## src/rtl/uart_pkg.sv

```systemverilog
// Shared constants for the UART receiver: FSM state encoding, oversampling
// ratio and the mid-bit sample point, plus an even-parity helper.
package uart_pkg;

   typedef logic [2:0] rx_state_t;

   localparam int OVERSAMPLE = 16;
   localparam int MID_SAMPLE = 7;

   localparam logic [3:0] TICK_LAST = 4'(OVERSAMPLE - 1);
   localparam logic [3:0] TICK_MID  = 4'(MID_SAMPLE);

   localparam rx_state_t ST_IDLE   = 3'd0;
   localparam rx_state_t ST_START  = 3'd1;
   localparam rx_state_t ST_DATA   = 3'd2;
   localparam rx_state_t ST_PARITY = 3'd3;
   localparam rx_state_t ST_STOP   = 3'd4;

   // Value the parity bit must take so data plus parity has an even number of ones.
   function automatic logic even_parity(input logic [7:0] data);
      return ^data;
   endfunction

endpackage

```

## src/rtl/baud_tick_gen.sv

```systemverilog
// Free-running oversample tick generator: one-cycle tick every DIV sysclk
// cycles, counter wraps from DIV-1 back to 0.
module baud_tick_gen #(
   parameter int DIV = 10
) (
   input  logic sysclk,
   input  logic reset,
   output logic tick
);

   localparam int DIV_SAFE = (DIV < 1) ? 1 : DIV;
   localparam int CW       = (DIV_SAFE > 1) ? $clog2(DIV_SAFE) : 1;
   localparam logic [CW-1:0] CNT_LAST = CW'(DIV_SAFE - 1);
   localparam logic [CW-1:0] CNT_ONE  = CW'(1);
   localparam logic [CW-1:0] CNT_ZERO = CW'(0);

   logic [CW-1:0] cnt_q;
   logic [CW-1:0] cnt_d;
   logic          tick_q;
   logic          tick_d;

   // Next divider count and tick strobe.
   always_comb begin
      if (cnt_q == CNT_LAST) begin
         cnt_d  = CNT_ZERO;
         tick_d = 1'b1;
      end else begin
         cnt_d  = cnt_q + CNT_ONE;
         tick_d = 1'b0;
      end
   end

   // Divider and tick registers.
   always_ff @(posedge sysclk) begin
      if (!reset) begin
         cnt_q  <= CNT_ZERO;
         tick_q <= 1'b0;
      end else begin
         cnt_q  <= cnt_d;
         tick_q <= tick_d;
      end
   end

   assign tick = tick_q;

endmodule

```

## src/rtl/uart_rx_fifo.sv

```systemverilog
// UART receiver (16x oversampled, 8N1) feeding a show-ahead byte FIFO.
// Define UART_PARITY_EN to expect an even-parity bit between data and stop.
module uart_rx_fifo
   import uart_pkg::*;
#(
   parameter int CLK_FREQ   = 100000000,
   parameter int BAUD       = 9600,
   parameter int FIFO_DEPTH = 4
) (
   input  logic       sysclk,
   input  logic       reset,
   input  logic       UART_RX,
   input  logic       rx_rd,
   output logic [7:0] rx_data,
   output logic       rx_valid,
   output logic       rx_overrun,
   output logic       frame_err,
   output logic       parity_err
);

   localparam int DIV = CLK_FREQ / (BAUD * OVERSAMPLE);
   localparam int AW  = (FIFO_DEPTH > 1) ? $clog2(FIFO_DEPTH) : 1;
   localparam int CW  = AW + 1;

   localparam logic [CW-1:0] CNT_FULL = CW'(FIFO_DEPTH);
   localparam logic [CW-1:0] CNT_ZERO = CW'(0);
   localparam logic [CW-1:0] CNT_ONE  = CW'(1);
   localparam logic [AW-1:0] PTR_ZERO = AW'(0);
   localparam logic [AW-1:0] PTR_ONE  = AW'(1);

`ifdef UART_PARITY_EN
   localparam rx_state_t ST_AFTER_DATA = ST_PARITY;
`else
   localparam rx_state_t ST_AFTER_DATA = ST_STOP;
`endif

   logic            tick;
   logic            rx_s;

   logic [1:0]      sync_q,       sync_d;
   rx_state_t       state_q,      state_d;
   logic [3:0]      tick_cnt_q,   tick_cnt_d;
   logic [2:0]      bit_cnt_q,    bit_cnt_d;
   logic [7:0]      shift_q,      shift_d;
   logic            armed_q,      armed_d;
   logic            par_bad_q,    par_bad_d;
   logic            push_q,       push_d;
   logic            frame_err_q,  frame_err_d;
   logic            parity_err_q, parity_err_d;

   logic [7:0]      mem_q [FIFO_DEPTH];
   logic [7:0]      mem_d [FIFO_DEPTH];
   logic [AW-1:0]   wr_ptr_q,     wr_ptr_d;
   logic [AW-1:0]   rd_ptr_q,     rd_ptr_d;
   logic [CW-1:0]   count_q,      count_d;
   logic            ovr_q,        ovr_d;
   logic [7:0]      rx_data_q,    rx_data_d;
   logic            rx_valid_q,   rx_valid_d;

   logic            do_pop;
   logic            do_push;
   logic            fifo_full;
   logic            ovr_set;

   baud_tick_gen #(
      .DIV (DIV)
   ) u_tick (
      .sysclk (sysclk),
      .reset  (reset),
      .tick   (tick)
   );

   assign rx_s = sync_q[1];

   // Two-flop synchronizer shift for the serial line.
   always_comb begin
      sync_d = {sync_q[0], UART_RX};
   end

   // Receive FSM: start qualification, data/parity/stop sampling and error pulses.
   always_comb begin
      state_d      = state_q;
      tick_cnt_d   = tick_cnt_q;
      bit_cnt_d    = bit_cnt_q;
      shift_d      = shift_q;
      armed_d      = armed_q;
      par_bad_d    = par_bad_q;
      push_d       = 1'b0;
      frame_err_d  = 1'b0;
      parity_err_d = 1'b0;

      case (state_q)
         ST_IDLE: begin
            // After a framing error the line must be seen high before a new start counts.
            if (!armed_q) begin
               armed_d = rx_s;
            end else if (!rx_s) begin
               state_d    = ST_START;
               tick_cnt_d = 4'd0;
               bit_cnt_d  = 3'd0;
            end else begin
               state_d = ST_IDLE;
            end
         end

         ST_START: begin
            if (!tick) begin
               state_d = ST_START;
            end else if (tick_cnt_q == TICK_MID) begin
               if (!rx_s) begin
                  state_d    = ST_DATA;
                  tick_cnt_d = 4'd0;
                  par_bad_d  = 1'b0;
               end else begin
                  state_d = ST_IDLE;
               end
            end else begin
               tick_cnt_d = tick_cnt_q + 4'd1;
            end
         end

         ST_DATA: begin
            if (!tick) begin
               state_d = ST_DATA;
            end else if (tick_cnt_q == TICK_LAST) begin
               shift_d    = {rx_s, shift_q[7:1]};
               tick_cnt_d = 4'd0;
               bit_cnt_d  = bit_cnt_q + 3'd1;
               if (bit_cnt_q == 3'd7) begin
                  state_d = ST_AFTER_DATA;
               end else begin
                  state_d = ST_DATA;
               end
            end else begin
               tick_cnt_d = tick_cnt_q + 4'd1;
            end
         end

`ifdef UART_PARITY_EN
         ST_PARITY: begin
            if (!tick) begin
               state_d = ST_PARITY;
            end else if (tick_cnt_q == TICK_LAST) begin
               tick_cnt_d = 4'd0;
               state_d    = ST_STOP;
               if (even_parity(shift_q) != rx_s) begin
                  par_bad_d    = 1'b1;
                  parity_err_d = 1'b1;
               end else begin
                  par_bad_d = 1'b0;
               end
            end else begin
               tick_cnt_d = tick_cnt_q + 4'd1;
            end
         end
`endif

         ST_STOP: begin
            if (!tick) begin
               state_d = ST_STOP;
            end else if (tick_cnt_q == TICK_LAST) begin
               state_d    = ST_IDLE;
               tick_cnt_d = 4'd0;
               if (rx_s) begin
                  push_d  = !par_bad_q;
                  armed_d = 1'b1;
               end else begin
                  frame_err_d = 1'b1;
                  armed_d     = 1'b0;
               end
            end else begin
               tick_cnt_d = tick_cnt_q + 4'd1;
            end
         end

         default: begin
            state_d = ST_IDLE;
         end
      endcase
   end

   // FIFO bookkeeping; a full FIFO still accepts a push when a pop frees a slot that cycle.
   always_comb begin
      mem_d     = mem_q;
      do_pop    = rx_rd && (count_q != CNT_ZERO);
      fifo_full = (count_q == CNT_FULL);
      do_push   = push_q && (!fifo_full || do_pop);
      ovr_set   = push_q && fifo_full && !do_pop;

      if (do_push) begin
         mem_d[wr_ptr_q] = shift_q;
         wr_ptr_d        = wr_ptr_q + PTR_ONE;
      end else begin
         wr_ptr_d = wr_ptr_q;
      end

      if (do_pop) begin
         rd_ptr_d = rd_ptr_q + PTR_ONE;
      end else begin
         rd_ptr_d = rd_ptr_q;
      end

      case ({do_push, do_pop})
         2'b10:   count_d = count_q + CNT_ONE;
         2'b01:   count_d = count_q - CNT_ONE;
         default: count_d = count_q;
      endcase

      if (ovr_set) begin
         ovr_d = 1'b1;
      end else if (do_pop) begin
         ovr_d = 1'b0;
      end else begin
         ovr_d = ovr_q;
      end

      // Outputs are registered from the next-state head so the show-ahead byte has no extra lag.
      if (count_d != CNT_ZERO) begin
         rx_data_d  = mem_d[rd_ptr_d];
         rx_valid_d = 1'b1;
      end else begin
         rx_data_d  = 8'h00;
         rx_valid_d = 1'b0;
      end
   end

   // Synchronizer and receive FSM registers.
   always_ff @(posedge sysclk) begin
      if (!reset) begin
         sync_q       <= 2'b11;
         state_q      <= ST_IDLE;
         tick_cnt_q   <= 4'd0;
         bit_cnt_q    <= 3'd0;
         shift_q      <= 8'h00;
         armed_q      <= 1'b0;
         par_bad_q    <= 1'b0;
         push_q       <= 1'b0;
         frame_err_q  <= 1'b0;
         parity_err_q <= 1'b0;
      end else begin
         sync_q       <= sync_d;
         state_q      <= state_d;
         tick_cnt_q   <= tick_cnt_d;
         bit_cnt_q    <= bit_cnt_d;
         shift_q      <= shift_d;
         armed_q      <= armed_d;
         par_bad_q    <= par_bad_d;
         push_q       <= push_d;
         frame_err_q  <= frame_err_d;
         parity_err_q <= parity_err_d;
      end
   end

   // FIFO storage, pointers, overrun flag and registered consumer outputs.
   always_ff @(posedge sysclk) begin
      if (!reset) begin
         for (int i = 0; i < FIFO_DEPTH; i++) begin
            mem_q[i] <= 8'h00;
         end
         wr_ptr_q   <= PTR_ZERO;
         rd_ptr_q   <= PTR_ZERO;
         count_q    <= CNT_ZERO;
         ovr_q      <= 1'b0;
         rx_data_q  <= 8'h00;
         rx_valid_q <= 1'b0;
      end else begin
         for (int i = 0; i < FIFO_DEPTH; i++) begin
            mem_q[i] <= mem_d[i];
         end
         wr_ptr_q   <= wr_ptr_d;
         rd_ptr_q   <= rd_ptr_d;
         count_q    <= count_d;
         ovr_q      <= ovr_d;
         rx_data_q  <= rx_data_d;
         rx_valid_q <= rx_valid_d;
      end
   end

   assign rx_data    = rx_data_q;
   assign rx_valid   = rx_valid_q;
   assign rx_overrun = ovr_q;
   assign frame_err  = frame_err_q;
   assign parity_err = parity_err_q;

endmodule
```

## config.mk

```make
export PLATFORM = sky130hd
export DESIGN_NAME = uart_rx_fifo
export DESIGN_NICKNAME = d
export VERILOG_FILES = /design/src/rtl/uart_pkg.sv /design/src/rtl/baud_tick_gen.sv /design/src/rtl/uart_rx_fifo.sv
export SDC_FILE = /design/constraint.sdc
export NUM_CORES = 1
export LEC_CHECK = 0
export ABC_CLOCK_PERIOD_IN_PS = 5250
export CAP_MARGIN = 20
export CORE_MARGIN = 2
export CORE_UTILIZATION = 65
export DETAILED_ROUTE_END_ITERATION = 12
export GPL_ROUTABILITY_DRIVEN = 0
export MAX_ROUTING_LAYER = met4
export PLACE_DENSITY = 0.94
export SLEW_MARGIN = 20
export SYNTH_ARGS = -nofsm -noshare
export SYNTH_HDL_FRONTEND = slang
export SYNTH_HIERARCHICAL = 1
export SYNTH_SLANG_ARGS = --single-unit
export TNS_END_PERCENT = 50
```

## constraint.sdc

```tcl
create_clock -name sysclk -period 5.25 [get_ports sysclk]
set_clock_uncertainty 0.1 [all_clocks]
set_input_delay 1.05 -clock sysclk [delete_from_list [all_inputs] [get_ports sysclk]]
set_output_delay 1.05 -clock sysclk [all_outputs]
set_load 0.1 [all_outputs]
```

==> key figures <==
Layout
  • Multi-input logic area: 2110 um2
  • Highest-count cells in the layout ignoring fill and taps: dfxtp_1 (83), nor2_1 (76), mux2i_1 (34)
  • Most common cell after layout, fill and taps aside: dfxtp_1
  • Design Area, Final: 4280 um2
  • Fillers: 377
  • Sequential Area: 1660 um2
  • Number of diodes: 0
  • Fin util: 0.723
  • Layout net count: 448
  • Area delta synth->final: 8.08%
  • Layout cells sized above 1: 0.0799

Die
  • I/O pins: 16
  • Core ar.: 5920 um2
  • Die Span Y: 82.1 um
  • Floorplan die width: 82.1 um
  • DIE AREA: 6740 um2
  • Starting Density: 0.669
  • Row count: 28

Detailed routing
  • Residual DRC: 0
  • Vias per cell: 6.25
  • First-pass detailed-route iteration total: 5
  • Via count: 3206
  • DR iter-0 viols: 279
  • Wire per inst: 16.7 um
  • WL final: 8550 um
  • Detail Route Antenna Nets: 0

Worst hold path
  • Min-delay src: sync_q[0]$_SDFF_PN1_
  • HP Class: flip-flop to flip-flop

Synth
  • Synthesized cell area: 3960 um2
  • Async S/R FF share, synth: 0
  • EDFF count, synth: 0
  • Syn. warnings: 6
  • Syn Area/Cell: 9.13 um2
  • Main synth FF type: dfxtp_1
  • Post-Synthesis Cells: 434
  • Synth cell types: 61
  • Sequential area share after synthesis: 0.419
  • #FFs+latches synth: 83
  • Mapped Nets: 449

Timing
  • Post-Route Setup TNS: 0 ns
  • Setup violations, final: 0
  • Setup slack after layout: 0.926 ns
  • Fin Hold WS: 0.310 ns
  • Max_slew headroom: 0.263
  • Fin crit share: 0.824
  • Fin. Hold Viols: 0
  • Peak Freq: 231 MHz
  • Fin crit period: 4.32 ns
  • Slew Viols, Final: 0
  • RSZ-0062 raised after global routing: false
  • Slew at the pin closest to its max-slew limit: 1.10 ns

CTS
  • Max clock buf depth: 2
  • H-Tree Depth: 3
  • # hold bufs at CTS: 0
  • Setup bufs post-CTS: 0
  • Clock transition at path regs: 0.09 ns
  • Clock latency on the worst-skew pair: 0.35 ns
  • Post-cts resize count: 0
  • Num CTS Buffers: 9
  • Number of clock sinks: 83
  • Clk root buf: clkbuf_8
  • CTS tree: built

Place
  • Post-place setup slack: 0.742 ns
  • DP HPWL: 5460 um
  • Port Buffer Count: 14
  • Cell area after placement: 4080 um2

Worst setup path
  • CP max stage cell: nor2_1
  • CP startpoint: rx_rd
  • Cell breakdown of the critical path: clkdlybuf4s50_1 -> nor4b_4 -> nand2b_1 -> ha_1 -> inv_1 -> fa_1 -> xnor3_1 -> o211ai_1 -> nor2_1 -> o311ai_1 -> o22ai_1
  • Crit path launch type: input pin
  • FF-to-FF Start: count_q[2]$_SDFF_PN0_
  • Crit path DAT: 4.51 ns
  • Crit path max fanout: 8
  • CP required: 5.44 ns
  • Critical Path Sink Type: flip-flop
  • Crit path kind: input pin to flip-flop
  • WP buf/inv: 2
  • Crit path largest cell delay: 0.59 ns
  • Crit-path leading delay family: simple AND/OR/NAND/NOR gates

Power and ir drop
  • Pwr dens: 332 nW/um2
  • Maximum vdd drop: 0.264 mV
  • LEAKAGE: 0.00149 uW

GRT
  • Vias in the first global route: 3021
  • Gr busiest metal: met2
  • Grt total ovfl: 0
  • Global-route wire length before repair: 14000 um
  • Pin count of the biggest net entering global routing: 37
  • Routing usage on met2: 0.451
  • Tot GR Track Use: 0.280
  • GR Layer Usage met3: 0.0648
  • Antenna violations before repair: 0
  • Met1 Use GR: 0.340

Flow run
  • Max Cap Viol: 0

Status
  • Outcome: finished clean
==> metal layers <==
| metal | part of all wire | vias up |
|---|---|---|
| li1 | - | 1533 |
| met5 | 0 | - |
| met3 | 0.066 | 22 |
| met2 | 0.49 | 155 |
| met1 | 0.42 | 1496 |
| met4 | 0.025 | 0 |
==> worst register-to-register path: stages, from the launching register on <==
cell and delay [ns]:
dfxtp_1 0.50, nor4b_4 0.44, nand2b_1 0.24, ha_1 0.26, inv_1 0.07, fa_1 0.41
xnor3_1 0.25, o211ai_1 0.15, nor2_1 0.59, o311ai_1 0.28, o22ai_1 0.19
==> logic make-up after synthesis <==
family,synth area share
simple gates,0.219
flops,0.419
compound gates,0.144
buf+inv,0.0480
mux,0.100
fa+ha+maj,0.0366
xor+xnor,0.0316
other cells,0.000946
==> metrics by stage <==
stage	std cells	total power [uW]
2_1_floorplan	434	903
3_3_place_gp	497	946
3_5_place_dp	497	955
4_1_cts	513	1420
5_1_grt	513	1470
6_report	513	1420
==> cell usage after synthesis, drive strengths merged, types with 2 or more instances <==
cell | number | area (um2)
nand3b | 4 | 30.0
or4b | 2 | 20.0
inv | 15 | 56.3
o22ai | 10 | 62.6
o211ai | 2 | 15.0
mux2i | 36 | 385
xnor2 | 4 | 42.6
nand3 | 5 | 25.0
ha | 10 | 125
a31oi | 2 | 12.5
dfxtp | 83 | 1660
nand4 | 4 | 40.0
and3 | 2 | 12.5
nand2 | 29 | 109
o311ai | 17 | 149
a22oi | 3 | 22.5
xor2 | 6 | 60.1
nor2 | 79 | 304
clkbuf | 16 | 60.1
a211oi | 2 | 20.0
a21oi | 22 | 110
o21ai | 10 | 50.1
nor4bb | 3 | 30.0
buf | 12 | 73.8
nor3 | 5 | 30.0
or3 | 22 | 138
nand2b | 6 | 37.5
o31ai | 2 | 28.8
==> flip-flops by register name, summed over array words and instances, names as in the netlist, 2 cells and up <==
register,cells
mem_q,32
u_tick/cnt_q,10
rx_data,8
shift_q,8
tick_cnt_q,4
bit_cnt_q,3
count_q,3
state_q,3
rd_ptr_q,2
sync_q,2
wr_ptr_q,2
==> final timing paths <==
kind	endpoint	depth (start not counted)	slack, ns
hold reg to reg	sync_q[1]$_SDFF_PN1_	1	0.31
hold / removal	sync_q[1]$_SDFF_PN1_	1	0.31
setup reg to reg	rx_data[2]$_SDFF_PN0_	10	1.71
setup / recovery	rx_data[2]$_SDFF_PN0_	11	0.93
==> power breakdown <==
group          switching (uW)  internal (uW)  total [uW]
clock network             222            247         469
logic                     180           96.9         277
registers                28.0            647         675
total                     430            991        1420
==> cell type report <==
type / instances / share of cell area
inverter: 15 / 0.0131
timing repair buffer: 16 / 0.0362
sequential: 83 / 0.388
clock buffer: 13 / 0.0371
clock inverter: 3 / 0.0108
multi-input combinational: 308 / 0.493
tap: 75 / 0.0219
(Power assumes the default switching activity.)
